--- src/rtl/sram_controller.sv ---
// Memory-stage data port: each 32-bit word access becomes two 16-bit phases on an
// asynchronous SRAM, each WAIT_CYCLES long. The pipeline freezes while ready is low.
module sram_controller #(
    parameter int BASE_ADDR       = 1024,
    parameter int WAIT_CYCLES     = 2,
    parameter int SRAM_ADDR_WIDTH = 18
) (
    input  logic                       clk,
    input  logic                       rst,
    input  logic                       rd_en,
    input  logic                       wr_en,
    input  logic [31:0]                address,
    input  logic [31:0]                write_data,
    output logic [31:0]                read_data,
    output logic                       ready,
    output logic [SRAM_ADDR_WIDTH-1:0] sram_addr,
    output logic [15:0]                sram_dq_out,
    input  logic [15:0]                sram_dq_in,
    output logic                       sram_dq_oe,
    output logic                       sram_we_n,
    output logic                       sram_oe_n
);
    localparam int         IW   = SRAM_ADDR_WIDTH - 1;
    localparam logic [3:0] LAST = 4'(WAIT_CYCLES - 1);

    typedef enum logic [1:0] {IDLE, LOW, HIGH, DONE} state_t;

    typedef struct packed {
        logic          is_wr;
        logic [IW-1:0] idx;
        logic [15:0]   wdata_hi;
    } req_t;

    state_t        state;
    logic [3:0]    cnt;
    req_t          req_q;
    logic          req, wr_only, last;
    logic [31:0]   offset;
    logic [IW-1:0] word_idx;
    logic          unused_offset_bits;

    assign req      = rd_en | wr_en;
    assign wr_only  = wr_en & ~rd_en;
    assign last     = (cnt == LAST);
    assign offset   = address - 32'(BASE_ADDR);
    // Bits above the SRAM size drop out, so out-of-range addresses wrap.
    assign word_idx = offset[IW+1:2];
    assign unused_offset_bits = ^{offset[31:IW+2], offset[1:0]};

    assign ready = (state == DONE) || ((state == IDLE) && !req);

    always_ff @(posedge clk or negedge rst) begin
        if (!rst) begin
            state       <= IDLE;
            cnt         <= '0;
            req_q       <= '0;
            read_data   <= '0;
            sram_addr   <= '0;
            sram_dq_out <= '0;
            sram_dq_oe  <= 1'b0;
            sram_we_n   <= 1'b1;
            sram_oe_n   <= 1'b1;
        end else begin
            case (state)
                IDLE: if (req) begin
                    state          <= LOW;
                    cnt            <= '0;
                    req_q.is_wr    <= wr_only;
                    req_q.idx      <= word_idx;
                    req_q.wdata_hi <= write_data[31:16];
                    sram_addr      <= {word_idx, 1'b0};
                    sram_dq_out    <= write_data[15:0];
                    sram_dq_oe     <= wr_only;
                    sram_we_n      <= ~wr_only;
                    sram_oe_n      <= wr_only;
                end
                LOW: if (last) begin
                    state       <= HIGH;
                    cnt         <= '0;
                    sram_addr   <= {req_q.idx, 1'b1};
                    sram_dq_out <= req_q.wdata_hi;
                    if (!req_q.is_wr) read_data[15:0] <= sram_dq_in;
                end else begin
                    cnt <= cnt + 4'd1;
                end
                HIGH: if (last) begin
                    state      <= DONE;
                    cnt        <= '0;
                    sram_dq_oe <= 1'b0;
                    sram_we_n  <= 1'b1;
                    sram_oe_n  <= 1'b1;
                    if (!req_q.is_wr) read_data[31:16] <= sram_dq_in;
                end else begin
                    cnt <= cnt + 4'd1;
                end
                default: state <= IDLE;
            endcase
        end
    end
endmodule

--- config.mk ---
export PLATFORM = sky130hd
export DESIGN_NAME = sram_controller
export DESIGN_NICKNAME = d
export VERILOG_FILES = /design/src/rtl/sram_controller.sv
export SDC_FILE = /design/constraint.sdc
export NUM_CORES = 1
export LEC_CHECK = 0
export CAP_MARGIN = 40
export CELL_PAD_IN_SITES_DETAIL_PLACEMENT = 0
export CELL_PAD_IN_SITES_GLOBAL_PLACEMENT = 1
export CORE_MARGIN = 1.5
export CORE_UTILIZATION = 38
export DETAILED_ROUTE_END_ITERATION = 10
export PLACE_DENSITY_LB_ADDON = 0.1
export SYNTH_ARGS = -nofsm -noshare
export SYNTH_HDL_FRONTEND = slang
export SYNTH_SLANG_ARGS = --single-unit
--- constraint.sdc ---
create_clock -name clk -period 3.4 [get_ports clk]
set_input_delay 0.68 -clock clk [delete_from_list [all_inputs] [get_ports clk]]
set_output_delay 0.68 -clock clk [all_outputs]
set_load 0.005 [all_outputs]
## Word level (Yosys, flattened, before mapping)

Cells that the tools add are included.

| word-level totals | value |
|---|---|
| bits in registers | 109 |
| input port bits | 84 |
| logic and storage cells | 61 |

| cells by class | value |
|---|---|
| add/sub/neg operators | 2 |
| equal/unequal tests | 7 |
| mux-type cells | 20 |
| bitwise operators | 5 |
| reduce and logical (&&, ||, !) cells | 15 |

Operator list:

| cell | number |
|---|---|
| $mux 18 | 2 |
| $pmux 18 s2 | 1 |
| $mux 16 | 2 |
| $pmux 16 s2 | 1 |
| $sub 19x11->19 const B | 1 |
| $reduce_and 3->1 | 5 |
| $mux 4 | 2 |
| $pmux 4 s2 | 1 |
| $mux 2 | 3 |
| $ne 2x2->1 const B | 3 |
| $pmux 1 s2 | 3 |
| $pmux 2 s3 | 1 |
| $reduce_bool 2->1 | 3 |
| $add 4x1->4 const B | 1 |
| $eq 2x2->1 const B | 2 |
| $eq 4x1->1 const B | 1 |
| $mux 1 | 4 |
| $reduce_and 2->1 | 2 |
| $not 1->1 | 3 |
| $eq 2x1->1 const B | 1 |
| $logic_not 2->1 | 1 |
| $reduce_or 2->1 | 1 |
| $and 1x1->1 | 1 |
| $logic_and 1x1->1 | 1 |
| other kinds (3) | 3 |

## Depth between registers and ports, before layout

Gate-level depths: netlist (run 1).

| logic depth | value |
|---|---|
| depth in word-level cells | 5 |
| gate-level depth with buffers | 8 |

## Worst setup path before layout (run 1)

No wires, ideal clock.

| timing path | value |
|---|---|
| kind | in2out |
| start | input port wr_en |
| end | output port ready |
| arrival time | 1.613 ns |
| data required time | 2.720 ns |
| setup slack | 1.107 ns |
| stages | 3 |
| cells stage by stage | clkbuf_1 > nor3b_1 > or2_2 |

| on the way | value |
|---|---|
| cells in the longest elaborated chain, start to end | 4 |

Ends and longest elaborated chain:

| what | RTL line | RTL |
|---|---|---|
| start, declared | 11 | `input logic wr_en,` |
| $or 1x1->1 | 42 | `assign req = rd_en \| wr_en;` |
| $logic_not 1->1 | 50 | `assign ready = (state == DONE) \|\| ((state == IDLE) && !req);` |
| $logic_and 1x1->1 | 50 |  |
| $logic_or 1x1->1 | 50 |  |
| end, declared | 15 | `output logic ready,` |

No other way between the ends.

## Final worst setup path (run 1)

| timing path | value |
|---|---|
| start | register state[0] |
| end | output port ready |

| on the way | value |
|---|---|
| cells in the longest elaborated chain, start to end | 3 |
| elaborated cells on any way between the ends | 4 |
| those cells by class | 1 x eq/ne; 3 x reduce/logical |

Ends and longest elaborated chain:

| what | RTL line | RTL |
|---|---|---|
| start, declared | 34 | `state_t state;` |
| start signal, assigned | 54 | `state <= IDLE;` |
| start signal, assigned | 66 | `state <= LOW;` |
| start signal, assigned | 78 | `state <= HIGH;` |
| $logic_not 2->1 | 50 |  |
| $logic_and 1x1->1 | 50 |  |
| $logic_or 1x1->1 (*) | 50 |  |

Every way passes the cells marked *; elsewhere a longest branch is shown, timed or not.

==> impl_metrics.env, run 1 <==
export IMPL_outcome="completed"
export IMPL_htree_num_levels=3
export IMPL_min_period_ps=2890
export IMPL_via_per_inst=4.77
export IMPL_grt_pass1_wl_um=16600
export IMPL_p_clk_share_pct=17.4
export IMPL_netlist_area_mm2=0.00471
export IMPL_synth_most_common_cell="dfrtp_1"
export IMPL_max_freq_mhz=346
export IMPL_grt_max_degree=62
export IMPL_synth_cell_types=38
export IMPL_hold_viol=0
export IMPL_worstMarginPinSlew_ps=647
export IMPL_final_core_util_pct=54.3
export IMPL_setup_ws_ps=513
export IMPL_fin_skew_ps=4.95
export IMPL_critPathKind="flop to primary output"
export IMPL_synth_seq_cells=109
export IMPL_hold_path_class="primary input to async pin"
export IMPL_worstPathMaxFanout=8
export IMPL_cts_tree="done"
export IMPL_finalMaxSlewViolations=0
export IMPL_grt_overflow_total=0
export IMPL_total_power_mw=6.05
export IMPL_grt_pass1_vias=3358
export IMPL_cts_hold_buf=0
export IMPL_antenna_found_initial=0
export IMPL_yosys_area_top_type="dfrtp_1"
export IMPL_setup_violations_final=0
export IMPL_cts_resized_gates=0
export IMPL_cts_root_buf="clkbuf_16"
export IMPL_postSynth_asyncResetShare_pct=100
export IMPL_ys_warnings_count=0
export IMPL_hpwl_um=7080
export IMPL_critical_path_max_stage_delay_ps=490
export IMPL_yosys_top_cells_area="dfrtp_1, mux2_2, mux2i_1, nand2_1, o21ai_1"
export IMPL_fillers=1088
export IMPL_worstPathArrival_ps=2210
export IMPL_critPathRequiredTime_ps=2720
export IMPL_portBuffers=138
export IMPL_cp_end_kind="primary output"
export IMPL_clkLatencyLatePin_ps=350
export IMPL_io_pins=154
export IMPL_cts_buffer_depth=2
export IMPL_drv_cap=0
export IMPL_r2r_end="sram_addr[13]"
export IMPL_gp_congestion=0.740
export IMPL_ir_worst_vdd_uv=350
export IMPL_reg2reg_from="state[0]"
export IMPL_chipWidth_um=114
export IMPL_routed_wl_um=10200
export IMPL_crit_path_cell_trace="inv_1 -> ha_1 -> nor3b_1 -> or2_2 -> clkdlybuf4s50_1"
export IMPL_core_area_mm2=0.0121
export IMPL_pwr_share_seq_pct=37.7
export IMPL_drive_gt1_share_pct=17.5
export IMPL_vias=3305
export IMPL_num_rows=40
export IMPL_layout_nets=612
export IMPL_dieArea_mm2=0.0131
export IMPL_post_cts_repair_setup_buffers=0
export IMPL_ys_flop_type="dfrtp_1"
export IMPL_r2r_slack_ps=1150
export IMPL_syn_avg_cell_area_um2=12.2
export IMPL_area_growth_pct=39.1
export IMPL_ys_seq_area_share_pct=58.0
export IMPL_drtPass1Iterations=4
export IMPL_dpl_cell_area_mm2=0.00625
export IMPL_p_comb_share_pct=44.9
export IMPL_grt_usage_pct=16.5
export IMPL_netlist_instances=385
export IMPL_setup_tns_ps=0
export IMPL_synth_top_area_share_pct=56.9
export IMPL_clkTransAtPathRegs_ps=70
export IMPL_routedWlPerCell_um=14.7
export IMPL_drc_errors=0
export IMPL_cp_slowest_cell="clkdlybuf4s50_1"
export IMPL_stdcell_area_mm2=0.00655
export IMPL_synth_edff_count=0
export IMPL_start_kind="flop"
export IMPL_switchingPower_mw=1.97
export IMPL_synth_common_cells="dfrtp_1, mux2_2, nand2_1"
export IMPL_post_route_period_util_pct=84.9
export IMPL_die_height_um=114
export IMPL_synth_net_count=477
export IMPL_switching_share_pct=32.5
export IMPL_initial_core_util_pct=39.0
export IMPL_cts_sinks=109
export IMPL_cts_inserted_buffers=9
export IMPL_dp_slack_ps=499
export IMPL_p_int_mw=4.08
export IMPL_leakage_nw=2.73
export IMPL_rsz0062_at_grt="false"
export IMPL_maxSlewHeadroom_pct=56.9
export IMPL_drt_iter0_drc=89
export IMPL_n_antenna_cell=0
export IMPL_p_per_area_mw_per_mm2=924
export IMPL_r2r_cells=7
export IMPL_ant_nets=0
==> power groups by stage <==
stage	clock network, mW	registers, mW	logic (mW)
global route	1.16	2.36	3.02
floorplan	0	2.30	1.51
detailed placement	0	2.31	2.77
CTS	1.10	2.29	2.77
finish	1.05	2.28	2.71
global placement	0	2.28	2.70
==> stage by stage <==
stage | instances | hold WS, ps
after floorplan | 385 | 384
after global placement | 677 | 461
after detailed placement | 677 | 471
after CTS | 693 | 368
after global routing | 693 | 397
final | 693 | 349
==> kinds of logic (layout without fill, tap and decap cells) <==
family | after synthesis | in the layout | synth area share, %
buf+inv | 29 | 169 | 3.27
fa+ha+maj | 8 | 8 | 2.13
simple gates | 81 | 81 | 7.50
xor+xnor | 7 | 7 | 1.30
compound gates | 67 | 67 | 8.35
flops | 109 | 109 | 58.0
mux | 84 | 84 | 19.4
==> worst max-delay path, delay by kind of cell (launching register included) <==
kind	cells	cell delay (ps)
buffers and inverters	2	600
AND/OR/NAND/NOR	2	480
flip-flops	1	440
adder cells (fa/ha/maj)	1	340
==> area by class of cell <==
cell class | count | area, um^2 | share of cell area, %
flip-flops and latches | 109 | 2730 | 41.7
multi-input cells | 247 | 1840 | 28.0
repair buffers | 144 | 1440 | 21.9
clock buffers | 10 | 229 | 3.50
well taps | 168 | 210 | 3.21
inverters | 9 | 33.8 | 0.516
clock inverters | 6 | 71.3 | 1.09
==> layout by cell type (no fill, tap or decap), types with 2 or more instances in the layout <==
master,instances
clkdlybuf4s50_1,137
dfrtp_1,107
mux2_2,59
nand2_1,48
mux2i_1,25
o21ai_1,22
o21ai_0,22
nor2_1,14
inv_1,9
clkbuf_16,9
a21oi_1,8
nand3_1,7
ha_1,7
buf_4,6
xnor2_1,5
o211ai_1,4
nor3b_1,2
nand2_2,2
o22ai_1,2
xor2_1,2
a211oi_2,2
inv_6,2
clkinvlp_4,2
dfstp_2,2
==> how the worst max path moves through the flow <==
stage / start / endpoint / slack [ps]
floorplan: wr_en / ready / 1110
global placement: rd_en / ready / 500
detailed placement: rd_en / ready / 500
CTS: state[0] / ready / 470
global route: state[0] / ready / 330
finish: state[0] / ready / 510
==> layer usage <==
layer  GRT usage (%)  vias up  share of wire, %
li1                -     1604                 -
met1            20.7     1598                45
met2            26.3       92                46
met3            4.98       11               7.2
met4            7.25        0               1.7
met5               0        -                 0
==> flip-flops by register name, indices dropped and copies added, names as in the netlist <==
register and flops:
sram_oe_n 1, read_data 32, sram_we_n 1, req_q 34
sram_dq_out 16, sram_addr 18, cnt 4, state 2
sram_dq_oe 1
Power figures use the tool's default switching activity.
==> run 2: changes to the inputs <==
--- a/config.mk
+++ b/config.mk
@@ -9,7 +9,7 @@
 export CELL_PAD_IN_SITES_DETAIL_PLACEMENT = 0
 export CELL_PAD_IN_SITES_GLOBAL_PLACEMENT = 1
 export CORE_MARGIN = 1.5
-export CORE_UTILIZATION = 38
+export CORE_UTILIZATION = 36
 export DETAILED_ROUTE_END_ITERATION = 10
 export PLACE_DENSITY_LB_ADDON = 0.1
 export SYNTH_ARGS = -nofsm -noshare
==> constraint.sdc (replaced) <==
create_clock -name clk -period 2.95 [get_ports clk]
set_input_delay 0.59 -clock clk [delete_from_list [all_inputs] [get_ports clk]]
set_output_delay 0.59 -clock clk [all_outputs]
set_load 0.005 [all_outputs]
==> impl_metrics.env, run 2 (synthesis gave the netlist of run 1 again) <==
export IMPL_grt_pass1_wl_um=17100
export IMPL_antenna_found_initial=0
export IMPL_drc_errors=0
export IMPL_worstPathMaxFanout=8
export IMPL_clkLatencyLatePin_ps=350
export IMPL_htree_num_levels=3
export IMPL_worst_path_buf_inv=2
export IMPL_start_kind="flop"
export IMPL_multi_input_area_mm2=0.00184
export IMPL_critPathRequiredTime_ps=2360
export IMPL_startpoint="state[0]"
export IMPL_min_period_ps=2750
export IMPL_cpLargestDelayFamily="buffers and inverters"
export IMPL_leakage_nw=2.76
export IMPL_cp_slowest_cell="clkdlybuf4s50_1"
export IMPL_drt_iter0_drc=140
export IMPL_clkTransAtPathRegs_ps=70
export IMPL_setup_violations_final=0
export IMPL_final_cell_mix="clkdlybuf4s50_1, dfrtp_1, mux2_2, nand2_1, mux2i_1"
export IMPL_final_seq_area_mm2=0.00273
export IMPL_cp_end_kind="primary output"
export IMPL_post_route_period_util_pct=93.4
export IMPL_hold_viol=0
export IMPL_cts_inserted_buffers=9
export IMPL_chipWidth_um=117
export IMPL_routed_wl_um=10300
export IMPL_dieArea_mm2=0.0138
export IMPL_num_rows=41
export IMPL_crit_path_cell_trace="inv_1 -> ha_1 -> nor3b_1 -> or2_2 -> clkdlybuf4s50_1"
export IMPL_ir_worst_vdd_uv=571
export IMPL_post_cts_repair_setup_buffers=0
export IMPL_fin_skew_ps=4.68
export IMPL_max_freq_mhz=363
export IMPL_worstMarginPinSlew_ps=612
export IMPL_p_per_area_mw_per_mm2=1080
export IMPL_io_pins=154
export IMPL_cts_buffer_depth=2
export IMPL_grt_pass1_vias=3270
export IMPL_cts_resized_gates=0
export IMPL_portBuffers=138
export IMPL_largest_register_ffs=34
export IMPL_core_area_mm2=0.0127
export IMPL_n_antenna_cell=0
export IMPL_top_regs="req_q (34), read_data (32), sram_addr (18)"
export IMPL_gp_congestion=0.783
export IMPL_drtPass1Iterations=4
export IMPL_regMostFlops="req_q"
export IMPL_vias=3301
export IMPL_final_common_cell="clkdlybuf4s50_1"
export IMPL_fillers=1151
export IMPL_die_height_um=117
export IMPL_layout_nets=615
export IMPL_cts_root_buf="clkbuf_16"
export IMPL_grt_max_degree=110
export IMPL_setup_tns_ps=0
export IMPL_outcome="completed"
export IMPL_worstPathArrival_ps=2160
export IMPL_grt_overflow_total=0
export IMPL_hpwl_um=7070
export IMPL_grt_usage_pct=15.7
export IMPL_rsz0062_at_grt="false"
export IMPL_cts_hold_buf=0
export IMPL_area_growth_pct=40.3
export IMPL_hold_path_class="primary input to async pin"
export IMPL_cts_tree="done"
export IMPL_critical_path_max_stage_delay_ps=490
export IMPL_holdWs_ps=294
export IMPL_initial_core_util_pct=37.1
export IMPL_via_per_inst=4.72
export IMPL_routedWlPerCell_um=14.7
export IMPL_cts_sinks=109
export IMPL_drv_cap=0
export IMPL_critPathKind="flop to primary output"
export IMPL_finalMaxSlewViolations=0
export IMPL_drive_gt1_share_pct=18.0
export IMPL_ant_nets=0
export IMPL_maxSlewHeadroom_pct=59.2
export IMPL_reg2reg_from="cnt[1]"
run 2: cell count changes in the layout (fill, tap and decap cells not counted), sizes merged:
cell,previous run,this run
buf,7,10
bufinv,1,2
clkinv,1,2
inv,11,10
clkinvlp,2,1
run 2: worst reg2reg max path: cells and delay by family, from the launching register on:
kind / cells / cell delay (ps)
flops: 1 / 400
compound gates: 2 / 530
buf+inv: 2 / 290
fa+ha+maj: 1 / 120
simple gates: 2 / 650
run 2: worst paths after layout:
| kind | cells after the start | slack, ps | endpoint |
|---|---|---|---|
| setup / recovery | 5 | 200 | ready |
| hold / removal | 2 | 290 | cnt[3] |
| setup reg to reg | 7 | 850 | sram_dq_out[1] |
| hold reg to reg | 2 | 480 | sram_addr[1] |
| max in group asynchronous | 2 | 2170 | req_q[7] |
| min in group clk | 2 | 480 | sram_addr[1] |
run 2: where the power goes:
group | leakage [nW] | switching [mW] | total, mW | internal (mW)
registers | 1.31 | 0.376 | 2.63 | 2.26
clock network | 0.153 | 0.541 | 1.29 | 0.745
logic | 1.30 | 1.35 | 3.20 | 1.85
run 2: through the flow:
stage          total power [mW]  setup slack (ps)  util (%)  instances  instance area [um^2]
6_report                   7.12               195      52.1        700                  6600
3_3_place_gp               5.83               293      49.6        684                  6290
5_1_grt                    7.67              16.6      52.1        700                  6600
3_5_place_dp               5.93               302      49.6        684                  6290
4_1_cts                    7.24               164      52.1        700                  6600
2_1_floorplan              4.39               828         -        385                  4710
run 2: metal layers:
| metal | share of wire [%] | track usage, % | wire length, um |
|---|---|---|---|
| met2 | 45 | 24.1 | 4650 |
| met1 | 47 | 20.6 | 4840 |
| met3 | 6.6 | 5.01 | 676 |
| met5 | 0 | 0 | 0 |
| met4 | 1.5 | 6.02 | 152 |
run 2: final cells by class:
cell class	count	area share, %
repair buffers	147	22.3
clock inverters	6	1.31
well taps	172	3.26
inverters	9	0.512
flip-flops and latches	109	41.4
clock buffers	10	3.47
multi-input cells	247	27.8
